<file path="config.mk">
export PLATFORM = sky130hd
export DESIGN_NAME = seq_watchdog
export DESIGN_NICKNAME = d
export VERILOG_FILES = /design/src/rtl/test_sequencer_seq_watchdog.sv
export SDC_FILE = /design/constraint.sdc
export NUM_CORES = 1
export LEC_CHECK = 0
export CAP_MARGIN = 20
export CELL_PAD_IN_SITES_DETAIL_PLACEMENT = 0
export CELL_PAD_IN_SITES_GLOBAL_PLACEMENT = 1
export CORE_ASPECT_RATIO = 1.25
export CORE_UTILIZATION = 42
export CTS_CLUSTER_SIZE = 20
export DETAILED_ROUTE_END_ITERATION = 8
export GPL_TIMING_DRIVEN = 0
export PLACE_DENSITY = 0.73
export SETUP_SLACK_MARGIN = 0.2
export SYNTH_ARGS = -nofsm -noshare
export SYNTH_HDL_FRONTEND = slang
export SYNTH_SLANG_ARGS = --single-unit
</file>
<file path="constraint.sdc">
create_clock -name clk -period 5 [get_ports clk]
set_input_delay 1.5 -clock clk [delete_from_list [all_inputs] [get_ports clk]]
set_output_delay 1.5 -clock clk [all_outputs]
set_load 0.03 [all_outputs]
</file>
<file path="src/rtl/test_sequencer_seq_watchdog.sv">
// Per-stage watchdog for the test sequencer.
// Ports:
//   clk, rst_n - clock and asynchronous active-low reset
//   clr        - synchronous clear to zero (priority over en)
//   en         - count one per cycle; saturates at all-ones
//   expired    - high while count == TIMEOUT-1
module seq_watchdog #(
  parameter int          TIMEOUT_W = 16,
  parameter int unsigned TIMEOUT   = 16'hFFFF
) (
  input  logic clk,
  input  logic rst_n,
  input  logic clr,
  input  logic en,
  output logic expired
);

  logic [TIMEOUT_W-1:0] count;

  always_ff @(posedge clk or negedge rst_n) begin
    if (!rst_n) begin
      count <= '0;
    end else if (clr) begin
      count <= '0;
    end else if (en && (count != '1)) begin
      count <= count + TIMEOUT_W'(1);
    end
  end

  assign expired = (count == TIMEOUT_W'(TIMEOUT - 1));

endmodule

</file>
== After elaboration in Yosys (flattened, before gate mapping) ==
Index checks and enable logic that the tools add are counted.

* Add/subtract/negate cells: 1
* Eq/ne operators: 2
* Mux-type cells: 2
* Reduce and logical (&&, ||, !) cells: 2

{| class="wikitable"
|+ Operators by type and width
! cell !! number
|-
| $mux W16 || 2
|-
| $add A16 B1 Y16 const B || 1
|-
| $eq A16 B16 Y1 const B || 1
|-
| $ne A16 B16 Y1 const B || 1
|-
| $reduce_bool A2 Y1 || 1
|-
| $logic_and A1 B1 Y1 || 1
|}

* Flip-flop bits (word level): 16
* Input bits: 4
* Output and inout bits: 1
* Logic and storage cells: 8

== Depth between registers and ports, before layout ==
* Depth in word-level cells: 4
* Gate-level depth with buffers: 6
* Mapped depth without buffers: 5

== Least setup slack after synthesis ==
OpenSTA, ideal clock, no wires.

* Kind: register to output
* From: reg count[8]
* To: out expired
* Arrival time: 1.198 ns
* Required time: 3.500 ns
* Slack: 2.302 ns
* Stages on the path, launching flop included: 4
* Path buffers: 0
* Cell sequence: dfrtp_1 > nand4_1 > nor2_2 > and4_1

* Cells in the longest elaborated chain, start to end: 1

{| class="wikitable"
|+ Ends and longest elaborated chain
! element !! RTL line !! source
|-
| start: declaration || 18 || <nowiki>logic [TIMEOUT_W-1:0] count;</nowiki>
|-
| start signal: assignment || 26 || <nowiki>count <= count + TIMEOUT_W'(1);</nowiki>
|-
| $eq A16 B16 Y1 || 30 || <nowiki>assign expired = (count == TIMEOUT_W'(TIMEOUT - 1));</nowiki>
|-
| end: declaration || 15 || <nowiki>output logic expired</nowiki>
|}

No other way between the ends.

== Final worst setup path ==
Ends and elaborated chain as after synthesis.

==> impl_results.md <==
- Synth area leader: dfrtp_1
- EDFF count, synth: 0
- Initial core utilization: 44.6%
- Crit. End Element: output port
- Multi-input combinational cell area: 529 um2
- Clock Latency Late Sink: 0.29 ns
- Clock share of power: 37.1%
- Ranking of synthesized cells by area: dfrtp_1 41%, a21oi_1 5.6%, nand4_1 4.5%
- WP data arrival: 2.21 ns
- DR pass1 iterations: 4
- Global Route Usage Sum: 21.0%
- Most used DFF post-synth: dfrtp_1
- Post-CTS Setup Bufs: 0
- Tcrit/Tclk final: 74.3%
- Die width: 45.1 um
- Synthesis-stage register bit count: 16
- Synth Area per Inst: 9.12 um2
- Syn. warnings: 0
- Max reg flops: 16
- DR vias: 884
- Buffers on Ports: 3
- Layout cells sized above 1: 11.4%
- Final setup vio count: 0
- Switching part of the total: 23.0%
- Worst slack after detailed placement: 1.62 ns
- Avg Vias per Cell: 6.10
- Pint: 0.180 mW
- Setup_tns: 0 ns
- Routed WL: 2230 um
- CP Class: reg -> out
- Total gr overflow: 0
- Least-Margin Pin Slew: 0.718 ns
- Startpoint Class: flip-flop
- Fill cell count: 228
- Max-cap violations: 0
- Sw power: 0.0537 mW
- Fmax: 0.269 GHz
- IO Pins: 5
- Layout Skew: 0.00513 ns
- Hold depth: 1
- Routability Congestion: 0.758
- Post-CTS Hold Fix Bufs: 0
- First-pass GRT wire length: 3830 um
- Peak VDD IR: 0.131 mV
- Post-DRT Antenna Nets: 0
- Commonest non-fill, non-tap cell in the layout: dfrtp_1
- Post-DP HPWL: 1640 um
- Die height: 55.9 um
- Post-route setup slack: 1.29 ns
- H-tree levels: 1
- Core ar.: 2190 um2
- DR WL/cell: 15.3 um
- DIE AREA: 2520 um2
- Nets@finish: 121
- Reg area: 400 um2
- Mapped Nets: 113
- Power Dens Cells: 216 nW/um2
- Area grow syn2layout: 10.8%
- Worst r2r path cells: 6
- Post-synthesis sequential area ratio: 41.0%
- Status: completed
- Worst Path Required: 3.50 ns
- TritonCTS clock tree: built
- Post-cts sizing count: 0
- Final Hold Fails: 0
- Clock transition at the registers of the reported paths: 0.09 ns
- Final Max Tran Viols: 0
- Synthesized instance count: 107
- Final min period: 3.71 ns
- Leakage: 0.415 nW
- Mapped Area: 976 um2
- # rows: 19
- Biggest regs: count (16)
- TritonCTS Buffers: 3
- Number of clock sinks: 16
- Initial antenna violation count: 0
- Min-Delay Path Class: reg -> reg
- Largest Register: count
- RSZ-0062 raised after global routing: false
- Crit-path max FO: 10
- Largest net degree at the start of global routing: 17
- Iteration-0 DRC Markers: 27
- Number of diodes: 0
- Seq pwr share: 56.9%
- Most frequent cells in the layout: 16 x dfrtp_1, 11 x a21oi_1, 7 x nand4_1, 7 x nand3_1, 6 x nor3_1
- Slew HR: 52.0%
- Vias in the first global route: 829
- Clock Tree Root: clkbuf_4
- Logic pwr share: 6.0%
- Clk buf depth: 2
- Netlist cell types: 36
- Post-synth top area share: 41.0%
- Drc violations: 0
- Asr flop ratio synth: 100%
synthesized netlist by cell type (all sizes together), types with 2 or more instances:
cell / instances
nand2: 5
a211oi: 2
nor3: 6
nand4: 8
nand3: 8
or4: 3
o21ai: 4
and3: 4
o31ai: 3
clkbuf: 2
or3: 3
a21oi: 11
inv: 5
and4: 5
ha: 2
buf: 3
nor2: 5
dfrtp: 16
nor2b: 2
metal layers:
layer	global-route usage [%]	up-vias	wire [um]
li1	-	429	-
met1	26.7	441	989
met2	34.8	9	1150
met3	1.95	5	44
met4	9.09	0	39
met5	0	-	0
per-stage QoR:
stage	instances	util (%)	hold WS, ns	instance area (um2)	power (mW)
after floorplan	107	-	0.477	976	0.142
after CTS	145	49.4	0.530	1080	0.236
after global routing	145	49.4	0.553	1080	0.244
after global placement	141	47.8	0.511	1040	0.149
final	145	49.4	0.527	1080	0.233
after detailed placement	141	47.8	0.514	1040	0.150
critical path, stage by stage, from the launching register on:
cell             delay, ns
dfrtp_1               0.47
nand4_1               0.16
nor2_2                0.38
and4_1                0.25
clkdlybuf4s50_1       0.66
layout make-up:
| cell class | instances | share of cell area, % |
|---|---|---|
| well taps | 31 | 3.59 |
| flip-flops and latches | 16 | 37.0 |
| multi-input cells | 81 | 49.0 |
| clock buffers | 4 | 3.36 |
| plain buffers | 5 | 2.55 |
| repair buffers | 3 | 2.78 |
| inverters | 5 | 1.74 |
logic make-up after synthesis:
group | after synthesis | synth area share (%)
muxes | 1 | 1.15
and+or+nand+nor | 50 | 32.1
AOI/OAI and AO/OA | 28 | 18.5
DFF | 16 | 41.0
buffers and inverters | 10 | 4.74
adders and majority gates | 2 | 2.56
power groups by stage:
stage                     clock, mW  combinational [mW]  sequential, mW
after global routing         0.0948              0.0162           0.133
after global placement            0              0.0142           0.135
after floorplan                   0             0.00751           0.135
after CTS                    0.0888              0.0145           0.133
final                        0.0866              0.0140           0.133
after detailed placement          0              0.0144           0.135
worst paths after layout:
check	start	end	slack [ns]
setup reg to reg	count[1]	count[3]	3.15
max in group asynchronous	rst_n	count[4]	2.91
min in group asynchronous	rst_n	count[1]	1.63
hold reg to reg	count[6]	count[6]	0.53
hold / removal	count[6]	count[6]	0.53
setup / recovery	count[8]	expired	1.29
(Power assumes the default switching activity.)
